`src/rtl/usb_ep_stream_reader_pkg.sv`:
```
// -----------------------------------------------------------------------------
// usb_ep_stream_reader_pkg
// Shared constants and types for the endpoint stream reader:
//   - FSM state encodings (8-bit one-hot, same style as the function controller)
//   - buffer-memory select value for the Wishbone address MSB
//   - endpoint-1 buffer pointers, buffer length / pointer widths
//   - len_to_words(): byte count -> whole 32-bit word count
// `USBF_UFC_HADR normally comes from usbf_defines; the fallback below matches
// the USB core's 17-bit buffer-memory address.
// -----------------------------------------------------------------------------
`ifndef USBF_UFC_HADR
`define USBF_UFC_HADR 17
`endif

package usb_ep_stream_reader_pkg;

  typedef enum logic [7:0] {
    ST_IDLE  = 8'b0000_0001,
    ST_CHECK = 8'b0000_0010,
    ST_REQ   = 8'b0000_0100,
    ST_DONE  = 8'b0000_1000,
    ST_ERR   = 8'b0001_0000
  } state_e;

  localparam logic        BUF_MEM_SEL  = 1'b0;       // address MSB: buffer memory
  localparam int          BUF_LEN_W    = 14;
  localparam int          BUF_PTR_W    = 17;
  localparam int          WORD_CNT_W   = 12;
  localparam logic [16:0] EP1_BUF0_PTR = 17'h02000;
  localparam logic [16:0] EP1_BUF1_PTR = 17'h03000;

  // Round a byte count up to whole words, kept to the 12-bit word counter.
  function automatic logic [WORD_CNT_W-1:0] len_to_words(input logic [BUF_LEN_W-1:0] len);
    logic [BUF_LEN_W:0] t;
    t = {1'b0, len} + (BUF_LEN_W+1)'(3);
    return t[WORD_CNT_W+1:2];
  endfunction

endpackage

```
`src/rtl/usb_ep_stream_reader_smp_fifo.sv`:
```
// -----------------------------------------------------------------------------
// smp_fifo
// Synchronous first-word-fall-through FIFO with occupancy output.
//   clk_i, nrst_i : clock, synchronous active-low reset (empties the FIFO)
//   push_i/data_i : write a word (accepted when not full, or full with a pop)
//   pop_i         : consume the head word; ignored when empty
//   data_o        : head word, forced to 0 while empty
//   valid_o       : FIFO non-empty
//   level_o       : number of stored words
// DEPTH must be a power of two so the pointers wrap naturally.
// -----------------------------------------------------------------------------
module smp_fifo #(
  parameter int WIDTH = 32,
  parameter int DEPTH = 16
) (
  input  logic                     clk_i,
  input  logic                     nrst_i,
  input  logic                     push_i,
  input  logic [WIDTH-1:0]         data_i,
  input  logic                     pop_i,
  output logic [WIDTH-1:0]         data_o,
  output logic                     valid_o,
  output logic [$clog2(DEPTH):0]   level_o
);
  localparam int AW = $clog2(DEPTH);

  logic [WIDTH-1:0] mem_q [DEPTH];
  logic [AW-1:0]    wr_q, rd_q;
  logic [AW:0]      lvl_q;
  logic             empty, full, do_push, do_pop;

  assign empty   = (lvl_q == '0);
  assign full    = (lvl_q == (AW+1)'(DEPTH));
  assign do_pop  = pop_i && !empty;
  assign do_push = push_i && (!full || do_pop);

  always_ff @(posedge clk_i) begin
    if (!nrst_i) begin
      wr_q  <= '0;
      rd_q  <= '0;
      lvl_q <= '0;
    end else begin
      if (do_push) wr_q <= wr_q + 1'b1;
      if (do_pop)  rd_q <= rd_q + 1'b1;
      lvl_q <= lvl_q + (AW+1)'(do_push) - (AW+1)'(do_pop);
    end
  end

  // Storage needs no reset: only words below the level are ever visible.
  always_ff @(posedge clk_i) begin
    if (do_push) mem_q[wr_q] <= data_i;
  end

  assign data_o  = empty ? '0 : mem_q[rd_q];
  assign valid_o = !empty;
  assign level_o = lvl_q;

endmodule

```
`src/rtl/usb_ep_stream_reader.sv`:
```
// -----------------------------------------------------------------------------
// usb_ep_stream_reader
// Wishbone read master that drains one filled endpoint buffer into a sample
// FIFO and presents the words on a valid/ready stream.
//   clk_i, nrst_i        : clock, synchronous active-low reset
//   start_i              : pulse, drain buffer at buf_ptr_i of buf_len_i bytes
//   busy_o/done_o/err_o  : transfer in progress / finished / Wishbone timeout
//   wb_*                 : Wishbone master (read-only, single reads)
//   smp_data_o/valid_o/ready_i : sample stream (FIFO head, FWFT)
//   fifo_level_o         : FIFO occupancy
// Build option: USB_EP_STREAM_BYTESWAP_EN byte-reverses each word before it
// enters the FIFO (USB little-endian -> MSB-first for the DAC path).
// -----------------------------------------------------------------------------
`ifndef USBF_UFC_HADR
`define USBF_UFC_HADR 17
`endif

module usb_ep_stream_reader
  import usb_ep_stream_reader_pkg::*;
#(
  parameter int FIFO_DEPTH = 16,
  parameter int TIMEOUT    = 255
) (
  input  logic                        clk_i,
  input  logic                        nrst_i,
  input  logic                        start_i,
  input  logic [16:0]                 buf_ptr_i,
  input  logic [13:0]                 buf_len_i,
  output logic                        busy_o,
  output logic                        done_o,
  output logic                        err_o,
  output logic [`USBF_UFC_HADR:0]     wb_addr_o,
  input  logic [31:0]                 wb_data_i,
  input  logic                        wb_ack_i,
  output logic                        wb_we_o,
  output logic                        wb_stb_o,
  output logic                        wb_cyc_o,
  output logic [31:0]                 smp_data_o,
  output logic                        smp_valid_o,
  input  logic                        smp_ready_i,
  output logic [$clog2(FIFO_DEPTH):0] fifo_level_o
);
  localparam int LVL_W = $clog2(FIFO_DEPTH) + 1;

  state_e                  state_q, state_d;
  logic [BUF_PTR_W-1:0]    ptr_q, ptr_d;
  logic [WORD_CNT_W-1:0]   cnt_q, cnt_d;
  logic [7:0]              tmo_q, tmo_d;
  logic                    push;
  logic [31:0]             push_data;
  logic                    fifo_room;

  // A push only happens in REQ and lands at the edge leaving it, so by the
  // time CHECK looks at the level any pending push is already counted.
  assign fifo_room = (fifo_level_o < LVL_W'(FIFO_DEPTH));

  always_comb begin
    state_d = state_q;
    ptr_d   = ptr_q;
    cnt_d   = cnt_q;
    tmo_d   = '0;               // timeout counter is zero outside REQ
    push    = 1'b0;
    unique case (state_q)
      ST_IDLE: begin
        if (start_i) begin
          ptr_d   = {buf_ptr_i[16:2], 2'b00};
          cnt_d   = len_to_words(buf_len_i);
          state_d = ST_CHECK;
        end
      end
      ST_CHECK: begin
        if (cnt_q == '0)    state_d = ST_DONE;   // zero-length buffer
        else if (fifo_room) state_d = ST_REQ;
      end
      ST_REQ: begin
        if (wb_ack_i) begin
          push    = 1'b1;
          ptr_d   = ptr_q + 17'd4;
          cnt_d   = cnt_q - 1'b1;
          state_d = (cnt_q == 12'd1) ? ST_DONE : ST_CHECK;
        end else if (tmo_q == 8'(TIMEOUT - 1)) begin
          state_d = ST_ERR;     // strobe held for exactly TIMEOUT cycles
        end else begin
          tmo_d = tmo_q + 1'b1;
        end
      end
      ST_DONE: state_d = ST_IDLE;
      ST_ERR:  state_d = ST_IDLE;
      default: state_d = ST_IDLE;
    endcase
  end

  always_ff @(posedge clk_i) begin
    if (!nrst_i) begin
      state_q <= ST_IDLE;
      ptr_q   <= '0;
      cnt_q   <= '0;
      tmo_q   <= '0;
    end else begin
      state_q <= state_d;
      ptr_q   <= ptr_d;
      cnt_q   <= cnt_d;
      tmo_q   <= tmo_d;
    end
  end

  assign busy_o    = (state_q != ST_IDLE);
  assign done_o    = (state_q == ST_DONE);
  assign err_o     = (state_q == ST_ERR);
  assign wb_cyc_o  = (state_q == ST_REQ);
  assign wb_stb_o  = (state_q == ST_REQ);
  assign wb_we_o   = 1'b0;
  assign wb_addr_o = {BUF_MEM_SEL, ptr_q[`USBF_UFC_HADR-1:0]};

`ifdef USB_EP_STREAM_BYTESWAP_EN
  assign push_data = {wb_data_i[7:0], wb_data_i[15:8], wb_data_i[23:16], wb_data_i[31:24]};
`else
  assign push_data = wb_data_i;
`endif

  smp_fifo #(
    .WIDTH (32),
    .DEPTH (FIFO_DEPTH)
  ) u_fifo (
    .clk_i   (clk_i),
    .nrst_i  (nrst_i),
    .push_i  (push),
    .data_i  (push_data),
    .pop_i   (smp_ready_i),
    .data_o  (smp_data_o),
    .valid_o (smp_valid_o),
    .level_o (fifo_level_o)
  );

endmodule

```
`config.mk`:
```
export PLATFORM = sky130hd
export DESIGN_NAME = usb_ep_stream_reader
export DESIGN_NICKNAME = d
export VERILOG_FILES = /design/src/rtl/usb_ep_stream_reader_pkg.sv /design/src/rtl/usb_ep_stream_reader_smp_fifo.sv /design/src/rtl/usb_ep_stream_reader.sv
export SDC_FILE = /design/constraint.sdc
export NUM_CORES = 1
export LEC_CHECK = 0
export BUFFER_PORTS_ARGS = -buffer_cell sky130_fd_sc_hd__buf_2
export CAP_MARGIN = 5
export CORE_MARGIN = 3
export CORE_UTILIZATION = 55
export CTS_CLUSTER_SIZE = 12
export DETAILED_ROUTE_END_ITERATION = 8
export GPL_ROUTABILITY_DRIVEN = 1
export PLACE_DENSITY = 0.77
export SLEW_MARGIN = 20
export SYNTH_ARGS = -nofsm -noshare
export SYNTH_HDL_FRONTEND = slang
export SYNTH_SLANG_ARGS = --single-unit
```
`constraint.sdc`:
```
create_clock -name clk_i -period 4.4 [get_ports clk_i]
set_clock_uncertainty 0.2 [all_clocks]
set_input_delay 0.44 -clock clk_i [delete_from_list [all_inputs] [get_ports clk_i]]
set_output_delay 0.44 -clock clk_i [all_outputs]
set_load 0.01 [all_outputs]
```
==> run summary <==
outcome - complete, no violations
CP max FO - 15
PortBufs - 123
setup TNS - 0 ps
Max IR drop VDD - 0.000309 V
Seq/Total Area, Yosys - 0.724
DP Cell Count - 1811
synth unique cells - 61
Ports - 130
clock tree buffer depth - 3
Antenna Nets Post-Route - 0
Remaining DRCs - 0
fin crit period - 3760 ps
top cells by count, synth - 512 x edfxtp_1, 160 x mux4_2, 57 x dfxtp_1
Initial Util - 0.565
Core Util, Final - 0.653
number of gates resized after cts - 0
CTS root buf - clkbuf_16
Pre-antenna DRT Iters - 6
clk sinks - 569
critical path class - flip-flop to flip-flop
DR vias - 11980
Finish-stage setup viols - 0
slew margin rel. - 0.359
DR iter-0 viols - 1219
final weighted congestion in routability-driven placement - 0.846
FILL cells - 2666
per-cell routed wire length - 25.7 um
core area - 40400 sq um
vias in the first global route - 12383
largest net degree at the start of global routing - 69
Max Slew Vio Count - 0
# hold bufs at CTS - 31
HP Class - input port to flip-flop
dpl ws - 734 ps
Layout Cells excl Fill - 1932
Yosys warnings - 0
global route total overflow - 0
post-synth top area cell - edfxtp_1
Area contributors post-synth - edfxtp_1 67%, mux4_2 16%, dfxtp_1 5.0%
H-tree Lvls - 2
Clock Pin Slew Worst Setup and Hold Paths - 60 ps
GRT Overall Usage - 0.230
Hold WS - 19.5 ps
DIE WIDTH - 210 um
number of buffers created by CTS - 56
layout cell share with drive strength beyond 1 - 0.294
average cell area after synthesis - 19.2 sq um
first-pass GRT wire length - 76100 um
RSZ-0062 raised after global routing - no
total power - 13.8 mW
FF+latch area - 16500 sq um
ys async rst share - 0
critical path arrival - 3840 ps
area fraction of the dominant cell type after synthesis - 0.674
MaxCap Viol Count - 0
area of the multi-input gates - 6070 sq um
DRT Wirelength - 49700 um
FP Rows - 73
initial antenna violation count - 2
Max Clock Freq - 0.266 GHz
via/cell ratio - 6.20
worst-case reg-to-reg path depth - 6
Nets - 1461
CP Launch Type - flip-flop
top_reg_cell synth - edfxtp_1
actual slew at the worst max-slew pin - 961 ps
#FFs+latches synth - 569
final design area excluding fillers - 26300 sq um
final worst-path cycle share - 0.855
area grow syn2layout - 15.6%
DIE HEIGHT - 210 um
CP Capture Type - flip-flop
DP HPWL - 26400 um
Area after DPL - 24400 sq um
Netlist Area Pre-Place - 22800 sq um
clock tree from TritonCTS - built
Synth Instances - 1190
required time worst endpoint - 4480 ps
# Post-CTS Setup Buffers - 0
PwrDens - 523 nW/um^2
EDFF count, synth - 512
worst reg2reg setup slack - 640 ps
worst skew pair latency - 600 ps
die area - 43900 sq um
LEAKAGE - 8.47 nW
Setup WS post-layout - 636 ps
cell with the most instances after synthesis - edfxtp_1
final hold violations - 0
WHS Path Cells - 1
==> per-layer routing <==
| metal | up-vias | global-route usage | share of wire |
|---|---|---|---|
| met5 | - | 0 | 0.00014 |
| met3 | 78 | 0.0368 | 0.072 |
| met2 | 539 | 0.391 | 0.52 |
| met1 | 6155 | 0.313 | 0.39 |
| met4 | 2 | 0.0661 | 0.020 |
| li1 | 5206 | - | - |
==> state kept, by name, summed over array words and instances (netlist names), named ones only <==
signal	count
tmo_q	8
u_fifo.mem_q	512
u_fifo.rd_q	4
u_fifo.wr_q	4
state_q	5
ptr_q	15
u_fifo.level_o	5
cnt_q	12
==> worst paths after layout <==
kind,start,to
setup / recovery,state_q[2],u_fifo.mem_q[4][6]
hold / removal,wb_data_i[18],u_fifo.mem_q[0][18]
setup reg to reg,state_q[2],u_fifo.mem_q[4][6]
hold reg to reg,tmo_q[0],tmo_q[0]
==> kinds of logic after synthesis <==
kind of cell | synth area share
AOI/OAI and AO/OA | 0.0295
xor gates and xnor gates | 0.00922
adders and majority gates | 0.0102
buffers and inverters | 0.0163
DFF | 0.724
muxes | 0.159
other | 0.000164
and+or+nand+nor | 0.0508
==> cells in the final DEF (no fill, tap or decap), drive strengths merged, types with 5 or more instances in the layout <==
master         n
nor2          53
edfxtp       512
a31oi          6
nand2         37
o21ai         30
nor4          10
nor3          17
dfxtp         57
and3           8
clkbuf        78
clkinv         9
mux4         160
buf          161
and2          39
inv           19
nor4b          5
dlygate4sd3   31
ha            17
nand4          6
a21oi         27
xor2          12
nand3         20
xnor2         12
==> area by class of cell <==
class                      instances  share of cell area
inverter                          19             0.00271
clock inverter                    11             0.00499
multi-input combinational        537               0.230
timing repair buffer             192              0.0512
sequential                       569               0.627
clock buffer                      78              0.0583
antenna                            1           0.0000950
tap                              525              0.0249
==> worst max-delay path, cell delays in order (launching register included) <==
cell and delay [ps]:
dfxtp_1 460, or3b_1 530, nor3_1 680, and2_1 390, nand2_1 290, nor2_4 490, buf_4 370
==> power breakdown <==
group | switching [mW] | internal, mW | total (mW)
combinational | 1.56 | 1.58 | 3.14
sequential | 0.193 | 6.01 | 6.20
clock | 1.90 | 2.53 | 4.43
total | 3.65 | 10.1 | 13.8
No activity file was read; power rests on OpenSTA's default activity.
